`src/rtl/memory_transfer_unit_if.sv`:
```
// Bus bundle for the multi-byte load/store sequencer.
// The slave modport is the sequencer side and the master modport is the requester/memory side.
interface memory_transfer_unit_if #(
   parameter int unsigned ADDR_WIDTH = 16,
   parameter int unsigned WORD_BYTES = 4
);
   localparam int unsigned W  = 8 * WORD_BYTES;
   localparam int unsigned SW = $clog2(WORD_BYTES);

   logic                  Start;
   logic                  Write;
   logic                  Signed;
   logic [SW-1:0]         Size;
   logic [ADDR_WIDTH-1:0] BaseAddr;
   logic [W-1:0]          WData;
   logic [W-1:0]          RData;
   logic                  Busy;
   logic                  Done;
   logic [ADDR_WIDTH-1:0] Mem_Address;
   logic [7:0]            Mem_Data;
   logic                  Mem_WR;
   logic                  Mem_CS;
   logic [7:0]            MemOut;

   modport slave (
      input  Start, Write, Signed, Size, BaseAddr, WData, MemOut,
      output RData, Busy, Done, Mem_Address, Mem_Data, Mem_WR, Mem_CS
   );

   modport master (
      output Start, Write, Signed, Size, BaseAddr, WData, MemOut,
      input  RData, Busy, Done, Mem_Address, Mem_Data, Mem_WR, Mem_CS
   );
endinterface

```
`src/rtl/memory_transfer_unit.sv`:
```
// Multi-byte load/store sequencer between a byte-wide memory and a word-wide datapath.
// It issues Size+1 consecutive byte accesses from BaseAddr, with selectable lane order and optional load sign extension.
module memory_transfer_unit #(
   parameter int unsigned ADDR_WIDTH = 16,
   parameter int unsigned WORD_BYTES = 4,
   parameter bit          BIG_ENDIAN = 1'b0
) (
   input  logic                   Clock,
   input  logic                   Reset,
   memory_transfer_unit_if.slave  bus
);
   localparam int unsigned W  = 8 * WORD_BYTES;
   localparam int unsigned SW = $clog2(WORD_BYTES);

   typedef enum logic [1:0] {IDLE, XFER, DONE} state_e;

   state_e                state_q, state_d;
   logic                  write_q, write_d;
   logic                  signed_q, signed_d;
   logic [SW-1:0]         size_q, size_d;
   logic [SW-1:0]         k_q, k_d;
   logic [ADDR_WIDTH-1:0] base_q, base_d;
   logic [W-1:0]          wdata_q, wdata_d;
   logic [W-1:0]          acc_q, acc_d;
   logic [W-1:0]          rdata_q, rdata_d;
   logic                  busy_q, busy_d;
   logic                  done_q, done_d;
   logic                  cs_q, cs_d;
   logic                  wr_q, wr_d;
   logic [ADDR_WIDTH-1:0] addr_q, addr_d;
   logic [7:0]            mdata_q, mdata_d;

   // Word lane that memory byte k of a Size-byte transfer maps to.
   function automatic logic [SW-1:0] lane_of(input logic [SW-1:0] k, input logic [SW-1:0] sz);
      return BIG_ENDIAN ? SW'(sz - k) : k;
   endfunction

   // Fill lanes above sz with zero, or with bit 7 of lane sz when sign extending.
   function automatic logic [W-1:0] extend(input logic [W-1:0] acc, input logic [SW-1:0] sz,
                                           input logic sgn);
      logic [W-1:0] res;
      logic         fill;
      res  = acc;
      fill = 1'b0;
      for (int unsigned i = 0; i < WORD_BYTES; i++) begin
         if (SW'(i) == sz) fill = sgn & acc[8*i+7];
      end
      for (int unsigned i = 0; i < WORD_BYTES; i++) begin
         if (SW'(i) > sz) res[8*i +: 8] = {8{fill}};
      end
      return res;
   endfunction

   always_comb begin
      state_d  = state_q;
      write_d  = write_q;
      signed_d = signed_q;
      size_d   = size_q;
      k_d      = k_q;
      base_d   = base_q;
      wdata_d  = wdata_q;
      acc_d    = acc_q;
      rdata_d  = rdata_q;

      case (state_q)
         XFER: begin
            if (!write_q) begin
               for (int unsigned i = 0; i < WORD_BYTES; i++) begin
                  if (SW'(i) == lane_of(k_q, size_q)) acc_d[8*i +: 8] = bus.MemOut;
               end
            end
            if (k_q == size_q) begin
               state_d = DONE;
               if (!write_q) rdata_d = extend(acc_d, size_q, signed_q);
            end else begin
               k_d = k_q + SW'(1);
            end
         end
         // IDLE and DONE both accept a new request
         default: begin
            state_d = IDLE;
            if (bus.Start) begin
               state_d  = XFER;
               write_d  = bus.Write;
               signed_d = bus.Signed;
               size_d   = bus.Size;
               base_d   = bus.BaseAddr;
               wdata_d  = bus.WData;
               k_d      = '0;
               acc_d    = '0;
            end
         end
      endcase

      // Outputs are registered, so derive them from the upcoming state and byte index
      busy_d  = (state_d == XFER);
      done_d  = (state_d == DONE);
      cs_d    = !busy_d;
      wr_d    = busy_d & write_d;
      addr_d  = busy_d ? ADDR_WIDTH'(base_d + ADDR_WIDTH'(k_d)) : '0;
      mdata_d = '0;
      if (wr_d) begin
         for (int unsigned i = 0; i < WORD_BYTES; i++) begin
            if (SW'(i) == lane_of(k_d, size_d)) mdata_d = wdata_d[8*i +: 8];
         end
      end
   end

   always_ff @(posedge Clock or negedge Reset) begin
      if (!Reset) begin
         state_q  <= IDLE;
         write_q  <= 1'b0;
         signed_q <= 1'b0;
         size_q   <= '0;
         k_q      <= '0;
         base_q   <= '0;
         wdata_q  <= '0;
         acc_q    <= '0;
         rdata_q  <= '0;
         busy_q   <= 1'b0;
         done_q   <= 1'b0;
         cs_q     <= 1'b1;
         wr_q     <= 1'b0;
         addr_q   <= '0;
         mdata_q  <= '0;
      end else begin
         state_q  <= state_d;
         write_q  <= write_d;
         signed_q <= signed_d;
         size_q   <= size_d;
         k_q      <= k_d;
         base_q   <= base_d;
         wdata_q  <= wdata_d;
         acc_q    <= acc_d;
         rdata_q  <= rdata_d;
         busy_q   <= busy_d;
         done_q   <= done_d;
         cs_q     <= cs_d;
         wr_q     <= wr_d;
         addr_q   <= addr_d;
         mdata_q  <= mdata_d;
      end
   end

   assign bus.RData       = rdata_q;
   assign bus.Busy        = busy_q;
   assign bus.Done        = done_q;
   assign bus.Mem_CS      = cs_q;
   assign bus.Mem_WR      = wr_q;
   assign bus.Mem_Address = addr_q;
   assign bus.Mem_Data    = mdata_q;
endmodule

```
`src/flat_wrapper.sv`:
```
// flat-port wrapper written by rule: the top's interface ports become plain ports
module memory_transfer_unit_flat 
#(
   parameter int unsigned ADDR_WIDTH = 16,
   parameter int unsigned WORD_BYTES = 4,
   parameter bit          BIG_ENDIAN = 1'b0
)
  (Clock, Reset, bus_Start, bus_Write, bus_Signed, bus_Size, bus_BaseAddr, bus_WData, bus_MemOut, bus_RData, bus_Busy, bus_Done, bus_Mem_Address, bus_Mem_Data, bus_Mem_WR, bus_Mem_CS);
  memory_transfer_unit_if #(.ADDR_WIDTH(ADDR_WIDTH), .WORD_BYTES(WORD_BYTES)) bus_i ();
  input  logic Clock;
  input  logic Reset;
  input wire logic [$bits(bus_i.Start)-1:0] bus_Start;
  input wire logic [$bits(bus_i.Write)-1:0] bus_Write;
  input wire logic [$bits(bus_i.Signed)-1:0] bus_Signed;
  input wire logic [$bits(bus_i.Size)-1:0] bus_Size;
  input wire logic [$bits(bus_i.BaseAddr)-1:0] bus_BaseAddr;
  input wire logic [$bits(bus_i.WData)-1:0] bus_WData;
  input wire logic [$bits(bus_i.MemOut)-1:0] bus_MemOut;
  output wire logic [$bits(bus_i.RData)-1:0] bus_RData;
  output wire logic [$bits(bus_i.Busy)-1:0] bus_Busy;
  output wire logic [$bits(bus_i.Done)-1:0] bus_Done;
  output wire logic [$bits(bus_i.Mem_Address)-1:0] bus_Mem_Address;
  output wire logic [$bits(bus_i.Mem_Data)-1:0] bus_Mem_Data;
  output wire logic [$bits(bus_i.Mem_WR)-1:0] bus_Mem_WR;
  output wire logic [$bits(bus_i.Mem_CS)-1:0] bus_Mem_CS;
  assign bus_i.Start = bus_Start;
  assign bus_i.Write = bus_Write;
  assign bus_i.Signed = bus_Signed;
  assign bus_i.Size = bus_Size;
  assign bus_i.BaseAddr = bus_BaseAddr;
  assign bus_i.WData = bus_WData;
  assign bus_i.MemOut = bus_MemOut;
  assign bus_RData = bus_i.RData;
  assign bus_Busy = bus_i.Busy;
  assign bus_Done = bus_i.Done;
  assign bus_Mem_Address = bus_i.Mem_Address;
  assign bus_Mem_Data = bus_i.Mem_Data;
  assign bus_Mem_WR = bus_i.Mem_WR;
  assign bus_Mem_CS = bus_i.Mem_CS;
  memory_transfer_unit #(.ADDR_WIDTH(ADDR_WIDTH), .WORD_BYTES(WORD_BYTES), .BIG_ENDIAN(BIG_ENDIAN)) u_core (.Clock(Clock), .Reset(Reset), .bus(bus_i));
endmodule
```
`config.mk`:
```
export PLATFORM = sky130hd
export DESIGN_NAME = memory_transfer_unit_flat
export DESIGN_NICKNAME = d
export VERILOG_FILES = /design/src/rtl/memory_transfer_unit_if.sv /design/src/rtl/memory_transfer_unit.sv /design/src/flat_wrapper.sv
export SDC_FILE = /design/constraint.sdc
export NUM_CORES = 1
export LEC_CHECK = 0
export CAP_MARGIN = 20
export CORE_MARGIN = 10
export CORE_UTILIZATION = 52
export DETAILED_ROUTE_END_ITERATION = 10
export GPL_ROUTABILITY_DRIVEN = 0
export PLACE_DENSITY = 0.8
export SLEW_MARGIN = 20
export SYNTH_ARGS = -nofsm -noshare
export SYNTH_HDL_FRONTEND = slang
export SYNTH_SLANG_ARGS = --single-unit
export TNS_END_PERCENT = 1
```
`constraint.sdc`:
```
create_clock -name Clock -period 3.8 [get_ports Clock]
set_clock_uncertainty 0.1 [all_clocks]
set_input_delay 0.76 -clock Clock [delete_from_list [all_inputs] [get_ports Clock]]
set_output_delay 0.76 -clock Clock [all_outputs]
set_load 0.05 [all_outputs]
```
After elaboration in Yosys (flattened, before gate mapping)

Index checks and enable logic that the tools add are counted.

Register bits after elaboration: 148
Word-level logic and storage cells: 82

$add $sub $neg: 2
Order comparisons: 4
Eq/ne operators: 13
Multiplexer cells: 34
Bitwise operators: 7
Reduce and logical (&&, ||, !) cells: 7

Operators by type and width:

| kind                                                | count |
|---|---|
| 2-to-1 mux 32 bit                                   | 6 |
| 2-to-1 mux 8 bit                                    | 13 |
| 2-to-1 mux 16 bit                                   | 3 |
| adder 16 x 2 -> 16 bit                              | 1 |
| equality test 2 bit, first input constant           | 6 |
| 2-to-1 mux 2 bit                                    | 5 |
| 2-to-1 mux 1 bit                                    | 7 |
| equality test 1 x 2 -> 1 bit, first input constant  | 3 |
| logical NOT 2 bit                                   | 3 |
| bitwise AND 1 bit                                   | 5 |
| equality test 2 x 1 -> 1 bit, second input constant | 2 |
| > comparator 1 x 2 -> 1 bit, first input constant   | 2 |
| > comparator 2 bit, first input constant            | 2 |
| AND reduction 3 bit                                 | 1 |
| adder 2 x 1 -> 2 bit, second input constant         | 1 |
| equality test 2 bit                                 | 1 |
| equality test 2 bit, second input constant          | 1 |
| NOT 1 bit                                           | 2 |
| AND reduction 2 bit                                 | 1 |
| nonzero test 2 bit                                  | 1 |
| logical NOT 1 bit                                   | 1 |

Longest topological paths before layout

Gate-level depths: netlist of run 1.

Depth after elaboration: 10
Mapped depth: 15
Gate-level depth less buffers: 11

Least setup slack after synthesis of run 1

OpenSTA, ideal clock, no wires.

Path kind: in2reg
From: input port bus_Start
To: register u_core.addr_q[10] (netlist: u_core.bus.Mem_Address[10])
Library setup time: 0.077 ns
Arrival time: 3.256 ns
Required time: 3.623 ns
Slack: 0.367 ns
Cell stages on the path: 13
Path through: and2_1 -> buf_2 -> buf_4 -> buf_4 -> clkbuf_1 -> nand2_1 -> nand2_1 -> ha_1 -> inv_1 -> fa_1 -> o21bai_1 -> or4_1 -> a21oi_1

Word-level cells in the longest chain between the ends: 4
Elaborated cells between the ends (all ways): 9
Classes of those cells: 1 x add/sub; 1 x eq/ne; 7 x mux

Ends and longest elaborated chain:

| item                   | RTL line                    | text |
|---|---|---|
| start, declared        | flat_wrapper.sv:12          | `input wire logic [$bits(bus_i.Start)-1:0] bus_Start;` |
| 2-to-1 mux 16 bit      | memory_transfer_unit.sv:82  | `if (bus.Start) begin` |
| 2-to-1 mux 16 bit      | memory_transfer_unit.sv:65  | `case (state_q)` |
| net u_core.base_d[0]   | memory_transfer_unit.sv:22  | `logic [ADDR_WIDTH-1:0] base_q, base_d;` |
| adder 16 x 2 -> 16 bit | memory_transfer_unit.sv:100 | `addr_d = busy_d ? ADDR_WIDTH'(base_d + ADDR_WIDTH'(k_d)) : '0;` |
| 2-to-1 mux 16 bit      | memory_transfer_unit.sv:100 |  |
| net u_core.addr_d[10]  | memory_transfer_unit.sv:30  | `logic [ADDR_WIDTH-1:0] addr_q, addr_d;` |
| end signal, assigned   | memory_transfer_unit.sv:140 | `addr_q <= addr_d;` |
| end, declared          | memory_transfer_unit.sv:30  |  |

The timed path passes the listed nets, and every way through them passes these cells.
A chain may end at the register's enable or synchronous reset.

Final worst setup path of run 1

From: input port bus_Start
To: register u_core.addr_q[10] (netlist: u_core.bus.Mem_Address[10])

Word-level cells in the longest chain between the ends: 4
Elaborated cells between the ends (all ways): 9
Classes of those cells: 1 x add/sub; 1 x eq/ne; 7 x mux

Ends and longest elaborated chain:

| item                                                                          | RTL line |
|---|---|
| 2-to-1 mux 16 bit, or another cell as far along                               | memory_transfer_unit.sv:82 |
| 2-to-1 mux 16 bit / 2-to-1 mux 2 bit (equally long branches)                  | memory_transfer_unit.sv:65 |
| adder 16 x 2 -> 16 bit / equality test 2 x 1 -> 1 bit (equally long branches) | memory_transfer_unit.sv:100, memory_transfer_unit.sv:96 |
| 2-to-1 mux 16 bit (*)                                                         | memory_transfer_unit.sv:100 |
| net u_core.addr_d[10]                                                         | memory_transfer_unit.sv:30 |

Mark *: on every way through the listed nets, which the timed path passes. The rest lies on a longest branch.

==> results of run 1 <==
-- synth_stat cells (2+ instances only) --
master    instances  area, µm²
a21oi_1          36      180.2
a22o_1           17      148.9
and2_1            3      18.77
buf_2             7      35.03
buf_4             2      15.01
buf_6             2      22.52
clkbuf_1         23      86.33
dfrtp_1         147       3679
ha_1              6      75.07
inv_1            16      60.06
mux2_2           26      292.8
mux2i_1          37      370.4
nand2_1         110      412.9
nand2b_1          4      25.02
nand3_1           4      20.02
nand3b_1         15      112.6
nor2_1           62      232.7
nor2b_1           9      56.30
nor3_1            9      45.04
nor4_1            2      12.51
o21ai_0          21      105.1
o21bai_1          3      22.52
o221ai_1          3      26.28
o22a_1           16      140.1
xnor2_1          13      113.9
-- through the flow --
| stage | instances | total power (µW) | instance area, µm² | hold WS (ns) | util |
|---|---|---|---|---|---|
| 2_1_floorplan | 619 | 5671 | 6559 | 0.3360 | - |
| 3_5_place_dp | 885 | 6932 | 7928 | 0.3595 | 0.6519 |
| 5_1_grt | 916 | 9135 | 8528 | 0.3533 | 0.7012 |
| 6_report | 916 | 8635 | 8528 | 0.2940 | 0.7012 |
| 4_1_cts | 916 | 8664 | 8528 | 0.3386 | 0.7012 |
| 3_3_place_gp | 885 | 6789 | 7928 | 0.3526 | 0.6519 |
-- power by group through the flow --
stage | logic, µW | clock network (µW) | registers, µW
final | 4270 | 1700 | 2660
after global routing | 4600 | 1790 | 2740
after CTS | 4280 | 1720 | 2670
after detailed placement | 4250 | 0 | 2680
after global placement | 4150 | 0 | 2640
after floorplan | 2100 | 0 | 3570
-- final cells by class --
class                      instances  area, µm²  share of cell area
inverter                          17      68.82            0.008069
sequential                       148       3705              0.4344
clock inverter                    10      130.1             0.01526
clock buffer                      21      470.5             0.05516
timing repair buffer             132       1310              0.1536
tap                              168      210.2             0.02465
multi-input combinational        420       2634              0.3088
-- how the worst max path moves through the flow --
stage                                             to  slack (ns)       from
after floorplan           u_core.bus.Mem_Address[10]        0.37  bus_Start
final                     u_core.bus.Mem_Address[10]        0.45  bus_Start
after detailed placement  u_core.bus.Mem_Address[10]        0.07  bus_Start
after global routing      u_core.bus.Mem_Address[10]        0.29  bus_Start
after global placement    u_core.bus.Mem_Address[10]        0.14  bus_Start
after CTS                 u_core.bus.Mem_Address[10]        0.49  bus_Start
-- state kept, by name, indices dropped and copies added (netlist names), 2 cells and up --
signal,flops
u_core.size_q,2
u_core.bus.Mem_Data,8
u_core.acc_q,32
u_core.wdata_q,32
u_core.base_q,16
u_core.bus.RData,32
u_core.state_q,2
u_core.k_q,2
u_core.bus.Mem_Address,16
-- kinds of logic after synthesis --
logic type | after synthesis
simple gates | 229
flops | 148
compound gates | 106
mux | 63
buf+inv | 51
xor+xnor | 15
fa+ha+maj | 7
-- worst reg2reg max path: cells and delay by family (launching register included) --
kind            cells  cell delay [ns]
fa+ha+maj           1             0.53
flops               1             0.43
buf+inv             1             0.16
compound gates      3             0.68
xor+xnor            1             0.43
simple gates        2             0.79
-- metal layers --
metal  wire [µm]  up-vias  share of wire  track usage
li1            -     2342              -            -
met1        7181     2491           0.42       0.2358
met2        8497      169           0.50       0.3205
met3        1182       18          0.069      0.06631
met4         165        0         0.0097      0.06051
met5           0        -              0            0
==> flow_summary_export.csv, run 1 <==
group,metric,value,unit
setup_path,path_max_fanout,9,
clock_network,path_clk_slew,0.06,ns
clock_network,insertion_delay,0.42,ns
final_layout,layout.nets,806,
logic_synthesis,synth_seq_cells,148,
grt,overflow,0,
routing,ant_nets,0,
setup_path,endpoint_kind,"flop",
floorplan,fp.coreArea,12160,µm²
clock_network,cts_max_level,4,
logic_synthesis,synth.net_count,689,
final_layout,final_common_cell,"dfrtp_1",
setup_path,cp.arrival,3.59,ns
power,p_clk_frac,0.197,
power,power_frac_comb,0.494,
floorplan,rows,40,
setup_path,rrSetupSlack,0.60,ns
sta,timing_hold_violations_final,0,
sta,tightest_slew,0.8794,ns
routing,vias,5020,
logic_synthesis,synth.distinct_cells,51,
grt,antenna_found_initial,0,
setup_path,cp_slowest_cell,"clkdlybuf4s50_1",
routing,drc,0,
setup_path,startpoint_type,"input pin",
min_path,hold_class,"in -> async",
setup_path,cp.depth,8,
logic_synthesis,synthXorXnorAreaFrac,0.02118,
final_layout,layout_common_cells,"dfrtp_1, clkdlybuf4s50_1, nand2_1",
sta,max_freq,0.2985,GHz
flow_run,maxCapViolations,0,
setup_path,critPathMaxStageDelay,0.57,ns
clock_network,cts_hold_repair.buffers,0,
logic_synthesis,synth-adder-area-share,0.01450,
floorplan,start_util,0.5393,
sta,drv_slew,0,
routing,wl_per_cell,18.59,µm
routing,first_pass_iters,5,
placed_design,hpwlAfterDp,12090,µm
setup_path,regToRegEndpoint,"u_core.bus.Mem_Address[10]",
setup_path,path_class,"in -> reg",
setup_path,worstPathRequired,4.04,ns
power,p_int,4954,µW
power,seqPwrFrac,0.309,
sta,finalSetupViolCount,0,
logic_synthesis,synthSimpleGateAreaFrac,0.1562,
clock_network,cts-resized-gates,0,
power,power.leakage,0.003870,µW
placed_design,io_buffers,122,
clock_network,clockBufferDepth,2,
floorplan,die_x,132.3,µm
floorplan,die_h,132.3,µm
logic_synthesis,postSynth.asyncResetShare,1.000,
grt,grt_pass1_wl,27620,µm
sta,rsz0062_at_grt,"false",
clock_network,cts_tree,"done",
setup_path,rr_startpoint,"u_core.k_q[1]",
setup_path,reg2regPathDepth,8,
floorplan,ios,123,
logic_synthesis,synthCells,619,
grt,track_usage,0.1948,
clock_network,cts_setup_buffers,0,
logic_synthesis,synth_edf_count,0,
logic_synthesis,synth_compound_area_frac,0.1074,
sta,setup_ws,0.4503,ns
power,power.switching,3681,µW
final_layout,drive_above_1_share,0.09893,
clock_network,cts.root.buffer_cell,"clkbuf_16",
grt,grt_pass1_vias,5306,
logic_synthesis,synth_flop_cell,"dfrtp_1",
clock_network,cts_buffers,17,
placed_design,dp_slack,0.07259,ns
grt,grt_max_degree,89,
sta,maxSlewHeadroom,0.4125,
run_status,outcome,"finished clean",
sta,totalNegativeSetupSlack,0,ns
final_layout,n_antenna_cell,0,
power,switching_share,0.4263,
setup_path,crit_buf_inv,2,
logic_synthesis,synthMuxAreaShare,0.1011,
logic_synthesis,ys_warn_count,0,
sta,post-route-period-util,0.8815,
routing,drt_iter0_markers,347,
routing,vias_per_cell,5.480,
clock_network,clock_sinks,148,
logic_synthesis,synth-seq-area-share,0.5649,
power,p_per_area,1012,nW/µm²
logic_synthesis,syn_area_per_cell,10.60,µm²
logic_synthesis,netlist_area,6559,µm²
setup_path,crit_family,"simple AND/OR/NAND/NOR gates",
routing,wirelength,17030,µm
sta,fin_crit,3.350,ns
floorplan,die_area,17500,µm²
logic_synthesis,synth_top_family_by_area,"simple AND/OR/NAND/NOR gates",
setup_path,path_cells,"clkdlybuf4s50_1, nor3_1, or3_1, clkinv_4, fa_1, o21bai_1, or4_1, a21oi_1",
final_layout,area_growth,30.03,%
power,vdd_drop_max,0.4761,mV
final_layout,n_fill_cell,868,
No activity file was read; power rests on OpenSTA's default activity.
==> inputs of run 2 (changes only) <==
--- a/config.mk
+++ b/config.mk
@@ -8,6 +8,7 @@
 export CAP_MARGIN = 20
 export CORE_MARGIN = 10
 export CORE_UTILIZATION = 52
+export CTS_CLUSTER_SIZE = 14
 export DETAILED_ROUTE_END_ITERATION = 10
 export GPL_ROUTABILITY_DRIVEN = 0
 export PLACE_DENSITY = 0.8
==> results of run 2 <==
No change in the layout: final DEF, timing and power equal those of run 1.
==> inputs of run 3 (changes only) <==
--- a/config.mk
+++ b/config.mk
@@ -11,6 +11,7 @@
 export CTS_CLUSTER_SIZE = 14
 export DETAILED_ROUTE_END_ITERATION = 10
 export GPL_ROUTABILITY_DRIVEN = 0
+export GPL_TIMING_DRIVEN = 0
 export PLACE_DENSITY = 0.8
 export SLEW_MARGIN = 20
 export SYNTH_ARGS = -nofsm -noshare
==> run 3 against run 2 <==
Against the previous run:
- first-iteration DRC count is 14% higher
- die area unchanged
- final cell count rose by 2.4%
- via count up 2.4%
- core utilization rose by 1.1 points
- critical path type unchanged
- critical endpoint unchanged
- highest routed layer unchanged
==> flow_summary_export.csv, run 3 (synthesized netlist as in run 1, its figures left out) <==
group,metric,value,unit
setup_path,reg2regPathDepth,12,
floorplan,die_h,132.3,µm
setup_path,rrSetupSlack,0.35,ns
sta,fin_crit,3.576,ns
routing,vias_per_cell,5.478,
floorplan,start_util,0.5393,
clock_network,clockBufferDepth,2,
sta,setup_ws,0.2240,ns
final_layout,fin_cells,938,
grt,track_usage,0.2002,
final_layout,layout_common_cells,"dfrtp_1, clkdlybuf4s50_1, nand2_1",
clock_network,clock_sinks,148,
floorplan,rows,40,
placed_design,io_buffers,122,
final_layout,layout.nets,827,
routing,ant_nets,0,
min_path,hold_class,"in -> async",
sta,rsz0062_at_grt,"false",
setup_path,startpoint_type,"input pin",
run_status,outcome,"finished clean",
placed_design,place_inst,910,
routing,wl_per_cell,18.75,µm
final_layout,n_antenna_cell,0,
sta,tightest_slew,0.9462,ns
setup_path,rr_startpoint,"u_core.k_q[1]",
sta,timing_hold_violations_final,0,
final_layout,n_fill_cell,873,
final_layout,area_growth,32.01,%
flow_run,maxCapViolations,0,
sta,post-route-period-util,0.9410,
power,power.leakage,0.003913,µW
final_layout,final_common_cell,"dfrtp_1",
clock_network,cts.root.buffer_cell,"clkbuf_16",
power,p_per_area,1025,nW/µm²
routing,vias,5138,
setup_path,worstPathRequired,4.05,ns
placed_design,hpwlAfterDp,12820,µm
sta,finalSetupViolCount,0,
final_layout,drive_above_1_share,0.09870,
grt,grt_pass1_vias,5294,
power,vdd_drop_max,0.4180,mV
grt,grt_max_degree,77,
clock_network,cts_buffers,17,
setup_path,path_class,"in -> reg",
clock_network,insertion_delay,0.42,ns
routing,drc,0,
clock_network,cts_tree,"done",
setup_path,path_max_fanout,21,
final_layout,ff_latch_area,3705,µm²
final_layout,multi_input_area,2629,µm²
floorplan,die_area,17500,µm²
grt,grt_pass1_wl,28150,µm
sta,drv_slew,0,
setup_path,endpoint_kind,"flop",
clock_network,path_clk_slew,0.06,ns
grt,antenna_found_initial,0,
routing,first_pass_iters,5,
sta,maxSlewHeadroom,0.3634,
floorplan,ios,123,
floorplan,fp.coreArea,12160,µm²
clock_network,cts_max_level,4,
routing,drt_iter0_markers,396,
floorplan,die_x,132.3,µm
setup_path,regToRegEndpoint,"u_core.bus.Mem_Address[10]",
routing,wirelength,17580,µm
sta,max_freq,0.2796,GHz
grt,overflow,0,
placed_design,dp_slack,-0.7856,ns
setup_path,crit_start,"bus_Start",
setup_path,cp.arrival,3.83,ns
==> run 3: routing by layer <==
metal / up-vias / track usage / part of all wire
met2: 222 / 0.3253 / 0.49
li1: 2383 / - / -
met4: 0 / 0.07763 / 0.022
met1: 2504 / 0.2396 / 0.41
met3: 29 / 0.06860 / 0.081
met5: - / 0 / 0
==> run 3: area by class of cell <==
| class | instances | share of cell area |
|---|---|---|
| clock inverters | 14 | 0.02413 |
| inverters | 17 | 0.007948 |
| clock buffers | 18 | 0.05072 |
| multi-input cells | 420 | 0.3036 |
| plain buffers | 30 | 0.01662 |
| repair buffers | 123 | 0.1448 |
| well taps | 168 | 0.02428 |
| flip-flops and latches | 148 | 0.4279 |
==> run 3: worst max-delay path, cell delays in order <==
cell	delay, ns
clkdlybuf4s50_1	0.49
clkbuf_1	0.27
nand2_2	0.40
nand2_1	0.10
nand2_1	0.11
ha_1	0.18
inv_1	0.06
fa_1	0.47
o21bai_1	0.30
or4_1	0.51
a21oi_1	0.16
==> run 3: where the power goes <==
part	internal (µW)	leakage [µW]	total (µW)	switching, µW
clock	1180	0.000308	1830	650
combinational	1630	0.00177	4390	2760
sequential	2300	0.00184	2660	358
==> run 3: what timing repair did <==
item / 4_1_cts / 5_1_grt
hold buffers: 0 / 0
setup endpoints to repair: 9 / 7
gates resized for setup: 1 / 1
setup buffers: 0 / 0
gates cloned: 0 / 0
==> run 3: worst max path at each step <==
stage	to	slack, ns	depth (start not counted)
floorplan	u_core.bus.Mem_Address[10]	0.37	13
global placement	u_core.wdata_q[16]	-3.71	1
global route	u_core.bus.Mem_Address[10]	0.09	11
finish	u_core.bus.Mem_Address[10]	0.22	11
CTS	u_core.bus.Mem_Address[10]	0.05	13
detailed placement	u_core.bus.Mem_Address[10]	-0.79	13
==> run 3: metrics by stage <==
step / hold slack (ns) / total power, µW / setup TNS [ns] / util / instance area (µm²)
floorplan: 0.3360 / 5671 / 0 / - / 6559
global placement: 0.3509 / 6894 / -552.38 / 0.6570 / 7990
detailed placement: 0.3564 / 7061 / -6.461 / 0.6597 / 8023
CTS: 0.2133 / 8915 / 0 / 0.7122 / 8662
global route: 0.2170 / 9361 / 0 / 0.7119 / 8658
finish: 0.1855 / 8876 / 0 / 0.7119 / 8658
